[src/rtl/add_sub_seq.sv]
// Digit-serial add/subtract unit: a 2-bit adder slice walks the operands LSB-first,
// two bits per cycle, with valid/ready handshakes on both the operand and result sides.
module add_sub_seq #(
  parameter int WIDTH = 8
) (
  input  logic             clk_i,
  input  logic             rst_ni,
  input  logic             in_valid_i,
  output logic             in_ready_o,
  input  logic             sub_i,
  input  logic [WIDTH-1:0] a_i,
  input  logic [WIDTH-1:0] b_i,
  output logic             out_valid_o,
  input  logic             out_ready_i,
  output logic [WIDTH-1:0] result_o,
  output logic             cout_o
);

  localparam int STEPS = WIDTH / 2;
  localparam int CW    = (STEPS > 1) ? $clog2(STEPS) : 1;

  if ((WIDTH < 2) || (WIDTH % 2 != 0)) begin : g_width_check
    $error("add_sub_seq: WIDTH must be even and >= 2");
  end

  typedef enum logic [1:0] {
    S_IDLE = 2'd0,
    S_RUN  = 2'd1,
    S_DONE = 2'd2
  } state_e;

  state_e           state_q, state_d;
  logic [WIDTH-1:0] a_sh_q, a_sh_d;
  logic [WIDTH-1:0] b_sh_q, b_sh_d;
  logic [WIDTH-1:0] res_sh_q, res_sh_d;
  logic [WIDTH-1:0] result_q, result_d;
  logic             carry_q, carry_d;
  logic             sub_q, sub_d;
  logic             cout_q, cout_d;
  logic [CW-1:0]    cnt_q, cnt_d;

  logic [2:0]       slice_sum;
  logic [WIDTH-1:0] res_shifted;
  logic             last_step;

  assign slice_sum = {1'b0, a_sh_q[1:0]} + {1'b0, b_sh_q[1:0]} + {2'b00, carry_q};
  assign last_step = (cnt_q == CW'(STEPS - 1));

  // Result digits enter at the top so the first slice ends up in the LSBs.
  if (STEPS == 1) begin : g_res_single
    assign res_shifted = slice_sum[1:0];
  end else begin : g_res_multi
    assign res_shifted = {slice_sum[1:0], res_sh_q[WIDTH-1:2]};
  end

  assign in_ready_o  = (state_q == S_IDLE);
  assign out_valid_o = (state_q == S_DONE);
  assign result_o    = result_q;
  assign cout_o      = cout_q;

  always_comb begin
    state_d  = state_q;
    a_sh_d   = a_sh_q;
    b_sh_d   = b_sh_q;
    res_sh_d = res_sh_q;
    result_d = result_q;
    carry_d  = carry_q;
    sub_d    = sub_q;
    cout_d   = cout_q;
    cnt_d    = cnt_q;

    case (state_q)
      S_IDLE: begin
        if (in_valid_i) begin
          a_sh_d  = a_i;
          b_sh_d  = b_i ^ {WIDTH{sub_i}};
          carry_d = sub_i;
          sub_d   = sub_i;
          cnt_d   = '0;
          state_d = S_RUN;
        end
      end
      S_RUN: begin
        carry_d  = slice_sum[2];
        a_sh_d   = a_sh_q >> 2;
        b_sh_d   = b_sh_q >> 2;
        res_sh_d = res_shifted;
        cnt_d    = cnt_q + CW'(1);
        if (last_step) begin
          // Output copies are loaded once so they hold until the next completed op.
          result_d = res_shifted;
          cout_d   = slice_sum[2] ^ sub_q;
          state_d  = S_DONE;
        end
      end
      S_DONE: begin
        if (out_ready_i) begin
          state_d = S_IDLE;
        end
      end
      default: begin
        state_d = S_IDLE;
      end
    endcase
  end

  always_ff @(posedge clk_i or negedge rst_ni) begin
    if (!rst_ni) begin
      state_q  <= S_IDLE;
      a_sh_q   <= '0;
      b_sh_q   <= '0;
      res_sh_q <= '0;
      result_q <= '0;
      carry_q  <= 1'b0;
      sub_q    <= 1'b0;
      cout_q   <= 1'b0;
      cnt_q    <= '0;
    end else begin
      state_q  <= state_d;
      a_sh_q   <= a_sh_d;
      b_sh_q   <= b_sh_d;
      res_sh_q <= res_sh_d;
      result_q <= result_d;
      carry_q  <= carry_d;
      sub_q    <= sub_d;
      cout_q   <= cout_d;
      cnt_q    <= cnt_d;
    end
  end

endmodule
[config.mk]
export PLATFORM = sky130hd
export DESIGN_NAME = add_sub_seq
export DESIGN_NICKNAME = d
export VERILOG_FILES = /design/src/rtl/add_sub_seq.sv
export SDC_FILE = /design/constraint.sdc
export NUM_CORES = 1
export LEC_CHECK = 0
export BUFFER_PORTS_ARGS = -buffer_cell sky130_fd_sc_hd__buf_2
export CAP_MARGIN = 20
export CORE_ASPECT_RATIO = 1.75
export CORE_MARGIN = 5
export CORE_UTILIZATION = 30
export CTS_BUF_LIST = sky130_fd_sc_hd__clkbuf_8
export CTS_CLUSTER_DIAMETER = 50
export DETAILED_ROUTE_END_ITERATION = 10
export PLACE_DENSITY_LB_ADDON = 0.2
export REMOVE_ABC_BUFFERS = 1
export SYNTH_ARGS = -nofsm -noshare
export SYNTH_HDL_FRONTEND = slang
export SYNTH_SLANG_ARGS = --single-unit
export TNS_END_PERCENT = 5
[constraint.sdc]
create_clock -name clk_i -period 2.4 [get_ports clk_i]
set_input_delay 0.24 -clock clk_i [delete_from_list [all_inputs] [get_ports clk_i]]
set_output_delay 0.24 -clock clk_i [all_outputs]
set_load 0.05 [all_outputs]
==> results of run 1 <==
[logic make-up (layout without fill, tap and decap cells)]
| kind of cell | count (synthesis) | count (layout) | synth area share, % |
|---|---|---|---|
| compound gates | 33 | 33 | 13.5 |
| xor+xnor | 9 | 9 | 4.77 |
| fa+ha+maj | 3 | 3 | 3.18 |
| buf+inv | 19 | 49 | 5.82 |
| flops | 37 | 37 | 56.0 |
| mux | 6 | 6 | 4.08 |
| simple gates | 46 | 46 | 12.7 |
[flip-flops by register name (all words and copies together), names as in the netlist]
register,flops
a_sh_q,8
b_sh_q,8
carry_q,1
cnt_q,2
cout_o,1
res_sh_q,6
result_o,8
state_q,2
sub_q,1
[cell type report]
type / count / area (um^2) / share of cell area (%)
Sequential cell: 37 / 926 / 47.2
Inverter: 9 / 33.8 / 1.72
Multi-Input combinational cell: 97 / 632 / 32.2
Clock inverter: 3 / 46.3 / 2.36
Timing Repair Buffer: 32 / 163 / 8.29
Clock buffer: 5 / 68.8 / 3.51
Tap cell: 74 / 92.6 / 4.72
[how the worst max path moves through the flow]
| stage | start | end | slack [ps] | cells after the start |
|---|---|---|---|---|
| 2_1_floorplan | a_sh_q[0]$_DFFE_PN0P_ | cout_o$_DFFE_PN0P_ | 820 | 5 |
| 6_report | state_q[0]$_DFFE_PN0P_ | b_sh_q[0]$_DFFE_PN0P_ | 690 | 3 |
| 4_1_cts | state_q[0]$_DFFE_PN0P_ | b_sh_q[0]$_DFFE_PN0P_ | 640 | 3 |
| 3_5_place_dp | state_q[0]$_DFFE_PN0P_ | b_sh_q[0]$_DFFE_PN0P_ | 640 | 3 |
| 5_1_grt | state_q[0]$_DFFE_PN0P_ | a_sh_q[1]$_DFFE_PN0P_ | 530 | 3 |
| 3_3_place_gp | state_q[0]$_DFFE_PN0P_ | b_sh_q[3]$_DFFE_PN0P_ | 710 | 3 |
[power by group]
group	switching, mW	internal (mW)	total (mW)
combinational	0.732	0.387	1.12
sequential	0.187	0.898	1.08
clock	0.228	0.311	0.539
total	1.15	1.60	2.74
[per-layer routing]
metal	part of all wire, %	routed length (um)
met1	39	1260
met5	0	0
met2	55	1790
met3	5.0	161
met4	1.2	40
[cell usage after synthesis]
cell	count
clkbuf_2	1
fa_1	2
inv_1	9
nor2_1	7
nand3b_4	1
clkbuf_1	2
xor2_1	1
buf_2	4
ha_1	1
o221ai_2	1
xnor2_1	8
o21ai_0	14
a22oi_1	6
o21ai_1	5
mux2_2	6
or3b_1	1
buf_6	2
nand2b_1	2
a221o_1	6
nand2_1	28
nand3_1	5
dfrtp_1	37
nor2b_1	2
o21bai_1	1
buf_4	1
[through the flow]
step                hold WS [ps]  utilization (%)  std cells  cell area, um^2
finish                      45.4             37.0        257             1960
global route                 121             37.0        257             1960
CTS                         75.1             37.0        257             1960
detailed placement           396             34.9        249             1850
global placement             380             34.9        249             1850
floorplan                  -55.6                -        143             1590
[critical path: cells and delay by family, from the launching register on]
kind             cells  cell delay [ps]
flip-flops           1              600
AND/OR/NAND/NOR      2              720
AO/OA/AOI/OAI        1              280
==> impl_metrics.env, run 1 <==
export IMPL_status="finished clean"
export IMPL_crit_arrival_ps=1880
export IMPL_drc=0
export IMPL_initial_core_util_pct=31.2
export IMPL_core_area_um2=5300
export IMPL_final_cell_mix="dfrtp_1 (37), buf_2 (31), nand2_1 (28), o21ai_0 (14), inv_1 (9)"
export IMPL_power_mw=2.74
export IMPL_cp_max_fo=19
export IMPL_die_w_um=66.1
export IMPL_cts_hold_buf=0
export IMPL_cp_end_kind="flop"
export IMPL_rows=35
export IMPL_ys_warnings_count=0
export IMPL_place_ws_ps=638
export IMPL_worst_slew_pin_slew_ps=980
export IMPL_yosys_area_top_type="dfrtp_1"
export IMPL_syn_to_final_growth_pct=18.6
export IMPL_synth_top_area_share_pct=56.0
export IMPL_clockBufferDepth=2
export IMPL_tritoncts="built"
export IMPL_use_met1_pct=10.8
export IMPL_fill_cells=552
export IMPL_post_cts_resized=0
export IMPL_irDropWorstVdd_v=0.000399
export IMPL_crit_chain="or3b_1 > nor2_1 > a221o_1"
export IMPL_nets=206
export IMPL_hold_class="in -> async"
export IMPL_cts_sinks=37
export IMPL_p_per_area_nw_per_um2=1400
export IMPL_worst_path_largest_cell_delay_ps=600
export IMPL_r2r_cells=3
export IMPL_grt_ovfl_total=0
export IMPL_portBuffers=31
export IMPL_diodes=0
export IMPL_drtAntennaViolNets=0
export IMPL_grt_pass1_vias=1213
export IMPL_cp_slowest_cell="dfrtp_1"
export IMPL_fmax_ghz=0.585
export IMPL_timing_final_crit_share_pct=71.2
export IMPL_layout_min_cycle_time_ps=1710
export IMPL_hpwl_um=2410
export IMPL_vias=1166
export IMPL_r2r_end="b_sh_q[0]$_DFFE_PN0P_"
export IMPL_setup_ws_ps=690
export IMPL_leakagePower_nw=0.944
export IMPL_grt_max_degree=38
export IMPL_finalHoldViolCount=0
export IMPL_cts_buffers_inserted=5
export IMPL_yosys_cell_types_count=25
export IMPL_rsz0062_at_grt="no"
export IMPL_layout_commonest_cell="dfrtp_1"
export IMPL_netlist_area_um2=1650
export IMPL_drv_cap=0
export IMPL_dieArea_um2=7160
export IMPL_ys_top_cells_by_area="dfrtp_1 (56%), nand2_1 (6.4%), o21ai_0 (4.2%), xnor2_1 (4.2%), mux2_2 (4.1%)"
export IMPL_finalSetupViolations=0
export IMPL_htree_levels=2
export IMPL_cp_start_kind="flop"
export IMPL_grtUsageMet2_pct=19.5
export IMPL_grt_use_met3_pct=2.81
export IMPL_r2r_start="state_q[0]$_DFFE_PN0P_"
export IMPL_final_max_slew_viol_count=0
export IMPL_cts_root_buf="clkbuf_8"
export IMPL_critPathKind="reg -> reg"
export IMPL_busiest_layer="met2"
export IMPL_tns_ps=0
export IMPL_relSlewSlack_pct=34.5
export IMPL_clk_latency_ps=290
export IMPL_synthCells=153
export IMPL_grt_pass1_wl_um=5690
export IMPL_gp_congestion=0.731
export IMPL_cts_setup_buffers=0
export IMPL_routed_wirelength_um=3250
export IMPL_avgSynthCellArea_um2=10.8
export IMPL_wl_per_cell_um=12.6
export IMPL_r2r_slack_ps=690
export IMPL_antenna_found_initial=0
export IMPL_vias_per_cell=4.54
export IMPL_drive_gt1_share_pct=26.2
export IMPL_grtUsageTotal_pct=10.5
export IMPL_io_pins=32
export IMPL_fin_worst_skew_ps=9.18
export IMPL_die_h_um=108
export IMPL_synth_seq_cells=37
export IMPL_initialDrtViolationCount=51
export IMPL_yosysSeqAreaShare_pct=56.0
export IMPL_first_pass_iters=4
export IMPL_required_ps=2570
export IMPL_cts_clk_slew_worst_paths_ps=80
Power figures use the tool's default switching activity.
==> run 2, diff against run 1 <==
clock period = 1.7 ns   (was 2.4 ns; I/O delays follow)
==> run 2 against run 1 <==
Against the previous run: power increased by 42%; combinational power increased by 54%; worst setup slack got worse by 630 ps; largest power group unchanged.
==> impl_metrics.env, run 2 (same netlist as run 1, synthesis figures left out) <==
export IMPL_p_per_area_nw_per_um2=1940
export IMPL_required_ps=1920
export IMPL_drc=0
export IMPL_tns_ps=0
export IMPL_relSlewSlack_pct=68.9
export IMPL_min_from="out_ready_i"
export IMPL_grtUsageTotal_pct=10.5
export IMPL_cp_end_kind="flop"
export IMPL_cts_setup_buffers=0
export IMPL_htree_levels=2
export IMPL_clk_latency_ps=290
export IMPL_clockBufferDepth=2
export IMPL_fmax_ghz=0.611
export IMPL_drv_cap=0
export IMPL_worst_slew_pin_slew_ps=466
export IMPL_cp_start_kind="flop"
export IMPL_die_h_um=108
export IMPL_diodes=0
export IMPL_combPwrFrac_pct=44.0
export IMPL_grt_max_degree=38
export IMPL_vias=1190
export IMPL_portBuffers=31
export IMPL_cts_buffers_inserted=5
export IMPL_hold_class="in -> reg"
export IMPL_cp_max_fo=2
export IMPL_drive_gt1_share_pct=28.8
export IMPL_finalHoldViolCount=0
export IMPL_crit_start="a_sh_q[0]$_DFFE_PN0P_"
export IMPL_core_area_um2=5300
export IMPL_switching_share_pct=41.5
export IMPL_grt_ovfl_total=0
export IMPL_io_pins=32
export IMPL_vias_per_cell=4.49
export IMPL_hpwl_um=2450
export IMPL_clockPowerShare_pct=17.1
export IMPL_rows=35
export IMPL_cts_clk_slew_worst_paths_ps=80
export IMPL_post_cts_resized=0
export IMPL_initialDrtViolationCount=50
export IMPL_layout_commonest_cell="dfrtp_1"
export IMPL_p_sw_mw=1.62
export IMPL_nets=214
export IMPL_stdcell_count=265
export IMPL_drtAntennaViolNets=0
export IMPL_final_cell_area_um2=2010
export IMPL_antenna_found_initial=0
export IMPL_status="finished clean"
export IMPL_die_w_um=66.1
export IMPL_r2r_start="a_sh_q[0]$_DFFE_PN0P_"
export IMPL_gp_congestion=0.739
export IMPL_rsz0062_at_grt="no"
export IMPL_critPathKind="reg -> reg"
export IMPL_layout_min_cycle_time_ps=1640
export IMPL_cts_sinks=37
export IMPL_leakagePower_nw=0.982
export IMPL_irDropWorstVdd_v=0.000922
export IMPL_grt_pass1_vias=1212
export IMPL_cts_root_buf="clkbuf_8"
export IMPL_dieArea_um2=7160
export IMPL_p_int_mw=2.28
export IMPL_finalSetupViolations=0
export IMPL_dp_cells=256
export IMPL_timing_final_crit_share_pct=96.2
export IMPL_syn_to_final_growth_pct=21.6
export IMPL_tritoncts="built"
export IMPL_cts_hold_buf=1
export IMPL_initial_core_util_pct=31.2
export IMPL_crit_arrival_ps=1850
export IMPL_placed_area_um2=1900
export IMPL_wl_per_cell_um=12.5
export IMPL_final_cell_mix="dfrtp_1 (37), buf_2 (31), nand2_1 (28), o21ai_0 (14), inv_1 (9)"
export IMPL_first_pass_iters=4
export IMPL_fin_worst_skew_ps=11.4
export IMPL_grt_pass1_wl_um=5670
export IMPL_routed_wirelength_um=3310
export IMPL_pwr_share_seq_pct=38.9
export IMPL_final_max_slew_viol_count=0
## run 2: changes by cell type in the layout (fill, tap and decap cells not counted), sizes merged
| cell | before | now |
|---|---|---|
| buf | 32 | 39 |
| bufinv | 1 | 0 |
| clkbuf | 5 | 7 |
| clkinvlp | 1 | 0 |
| dlygate4sd3 | 0 | 1 |
## run 2: critical path, stage by stage (launching register included)
cell and delay (ps):
dfrtp_1 350, inv_1 60, fa_1 440, fa_1 420
xor2_1 170, o21ai_0 130
## run 2: area by class of cell
cell class / instances / area [um^2]
inverters: 9 / 33.8
flip-flops and latches: 37 / 926
fillers: 537 / 3290
multi-input cells: 97 / 632
repair buffers: 40 / 225
clock inverters: 1 / 5.00
clock buffers: 7 / 96.3
well taps: 74 / 92.6
## run 2: per-stage QoR
step | utilization, % | hold WS [ps] | worst slack, ps | power (mW)
after detailed placement | 35.8 | 245 | 56.0 | 3.29
after CTS | 37.9 | 72.5 | 52.9 | 3.97
after floorplan | - | -126 | 125 | 2.70
final | 37.9 | 77.9 | 63.8 | 3.90
after global routing | 37.9 | 72.8 | 2.12 | 4.22
after global placement | 35.8 | 239 | 92.0 | 3.23
## run 2: per-layer routing
layer	wire length, um	vias to the layer above	GRT usage, %
met2	1790	23	18.3
met4	40	0	4.36
li1	-	591	-
met3	151	5	3.12
met1	1330	571	11.7
met5	0	-	0
## run 2: power groups by stage
stage	registers (mW)	clock network [mW]	logic, mW
4_1_cts	1.52	0.692	1.76
3_5_place_dp	1.54	0	1.75
3_3_place_gp	1.51	0	1.71
5_1_grt	1.57	0.735	1.92
2_1_floorplan	1.81	0	0.887
6_report	1.51	0.666	1.72
## run 2: worst paths after layout
check	slack, ps	depth (start not counted)	to
max	60	5	cout_o$_DFFE_PN0P_
max reg2reg	60	5	cout_o$_DFFE_PN0P_
min in group asynchronous	460	3	result_o[1]$_DFFE_PN0P_
min reg2reg	480	2	res_sh_q[2]$_DFFE_PN0P_
max in group asynchronous	920	3	cnt_q[1]$_DFFE_PN0P_
min	80	2	state_q[1]$_DFFE_PN0P_
==> run 3, diff against run 2 <==
RECOVER_POWER = 100   (was default)
==> run 3 against run 2 <==
Against the previous run: sequential cell count unchanged; critical endpoint unchanged; first-iteration DRC count up 10%; clock-buffer cell count stayed put; clock skew decreased by 1.2 ps; combinational power is 5% lower; sequential power about the same; critical path type unchanged.
==> impl_metrics.env, run 3 (same netlist as run 1, synthesis figures left out) <==
export IMPL_grt_ovfl_total=0
export IMPL_cp_slowest_cell="fa_1"
export IMPL_combPwrFrac_pct=42.9
export IMPL_tritoncts="built"
export IMPL_critPathKind="reg -> reg"
export IMPL_p_sw_mw=1.61
export IMPL_cts_setup_buffers=0
export IMPL_fin_util_pct=37.4
export IMPL_final_cell_mix="dfrtp_1 (37), nand2_1 (28), buf_2 (20), o21ai_0 (17), clkbuf_1 (10)"
export IMPL_switching_share_pct=42.1
export IMPL_routed_wirelength_um=3330
export IMPL_cts_clk_slew_worst_paths_ps=80
export IMPL_fmax_ghz=0.618
export IMPL_fin_worst_skew_ps=10.2
export IMPL_place_ws_ps=56.0
export IMPL_drc=0
export IMPL_crit_arrival_ps=1830
export IMPL_crit_chain="inv_1 > fa_1 > fa_1 > xor2_1 > o21ai_0"
export IMPL_diodes=0
export IMPL_dp_cells=256
export IMPL_irDropWorstVdd_v=0.000908
export IMPL_cp_top_family="adder cells"
export IMPL_critical_path_buf_inv_count=1
export IMPL_clockPowerShare_pct=17.4
export IMPL_gp_congestion=0.739
export IMPL_cts_root_buf="clkbuf_8"
export IMPL_required_ps=1910
export IMPL_hpwl_um=2450
export IMPL_drtAntennaViolNets=0
export IMPL_final_max_slew_viol_count=0
export IMPL_htree_levels=2
export IMPL_initialDrtViolationCount=55
export IMPL_cp_start_kind="flop"
export IMPL_setup_ws_ps=81.8
export IMPL_layout_commonest_cell="dfrtp_1"
export IMPL_hold_class="in -> reg"
export IMPL_grt_pass1_vias=1212
export IMPL_grt_max_degree=38
export IMPL_p_per_area_nw_per_um2=1930
export IMPL_finalSetupViolations=0
export IMPL_die_h_um=108
export IMPL_vias_per_cell=4.45
export IMPL_grtUsageTotal_pct=10.5
export IMPL_fill_cells=545
export IMPL_pwr_share_seq_pct=39.6
export IMPL_initial_core_util_pct=31.2
export IMPL_timing_final_crit_share_pct=95.2
export IMPL_cts_sinks=37
export IMPL_drv_cap=0
export IMPL_dieArea_um2=7160
export IMPL_grt_pass1_wl_um=5670
export IMPL_rows=35
export IMPL_worst_path_largest_cell_delay_ps=440
export IMPL_io_pins=32
export IMPL_syn_to_final_growth_pct=19.8
export IMPL_status="finished clean"
export IMPL_vias=1180
export IMPL_first_pass_iters=4
export IMPL_clk_latency_ps=290
export IMPL_nets=214
export IMPL_wl_per_cell_um=12.6
export IMPL_drive_gt1_share_pct=23.0
export IMPL_layout_min_cycle_time_ps=1620
export IMPL_cp_max_fo=2
export IMPL_cp_end_kind="flop"
export IMPL_leakagePower_nw=0.943
export IMPL_crit_path_frequent_cell="fa_1"
export IMPL_p_int_mw=2.21
export IMPL_die_w_um=66.1
export IMPL_worst_slew_pin_slew_ps=913
export IMPL_core_area_um2=5300
export IMPL_portBuffers=31
export IMPL_relSlewSlack_pct=39.1
export IMPL_cts_buffers_inserted=5
export IMPL_stdcell_count=265
export IMPL_finalHoldViolCount=0
export IMPL_fin_hold_ws_ps=80.3
export IMPL_tns_ps=0
export IMPL_rsz0062_at_grt="no"
export IMPL_post_cts_resized=0
export IMPL_clockBufferDepth=2
export IMPL_antenna_found_initial=0
==> run 3: changes by cell type in the layout (fill, tap and decap cells not counted), sizes merged <==
cell,previous run,this run
buf,39,24
clkbuf,7,22
==> run 3: power groups by stage <==
stage	sequential, mW	combinational (mW)	clock (mW)
after global placement	1.51	1.71	0
after CTS	1.52	1.76	0.692
after global routing	1.57	1.84	0.735
final	1.52	1.64	0.666
after detailed placement	1.54	1.75	0
after floorplan	1.81	0.887	0
==> run 3: final timing paths <==
kind,start,endpoint,slack [ps],depth (start not counted)
worst max-delay path,a_sh_q[0]$_DFFE_PN0P_,cout_o$_DFFE_PN0P_,80,5
worst min-delay path,out_ready_i,state_q[1]$_DFFE_PN0P_,80,2
worst max register to register,a_sh_q[0]$_DFFE_PN0P_,cout_o$_DFFE_PN0P_,80,5
worst min register to register,res_sh_q[2]$_DFFE_PN0P_,res_sh_q[2]$_DFFE_PN0P_,480,2
max in group asynchronous,rst_ni,cnt_q[1]$_DFFE_PN0P_,510,3
min in group asynchronous,rst_ni,result_o[1]$_DFFE_PN0P_,630,3
==> run 3: per-stage QoR <==
stage               area (um^2)  total power [mW]
finish                     1980              3.83
global route               1980              4.15
CTS                        2010              3.97
detailed placement         1900              3.29
global placement           1900              3.23
floorplan                  1590              2.70
==> run 3: final cells by class <==
| cell class | count | area (um^2) | area share [%] |
|---|---|---|---|
| Tap cell | 74 | 92.6 | 4.67 |
| Clock inverter | 1 | 5.00 | 0.253 |
| Sequential cell | 37 | 926 | 46.7 |
| Clock buffer | 7 | 96.3 | 4.86 |
| Multi-Input combinational cell | 97 | 626 | 31.6 |
| Inverter | 9 | 33.8 | 1.70 |
| Timing Repair Buffer | 40 | 203 | 10.2 |
==> run 3: layer usage <==
layer | share of wire [%] | GRT usage (%) | wire, um | vias up
met5 | 0 | 0 | 0 | -
met4 | 1.2 | 4.36 | 40 | 0
met3 | 4.7 | 3.12 | 157 | 4
met2 | 54 | 18.3 | 1790 | 24
met1 | 40 | 11.7 | 1340 | 565
li1 | - | - | - | 587
==> run 3: what timing repair did <==
| item | in CTS | in global routing |
|---|---|---|
| hold buffers | 1 | 0 |
| endpoints found under the hold margin | 37 | 0 |
| endpoints found under the setup margin | 0 | 0 |
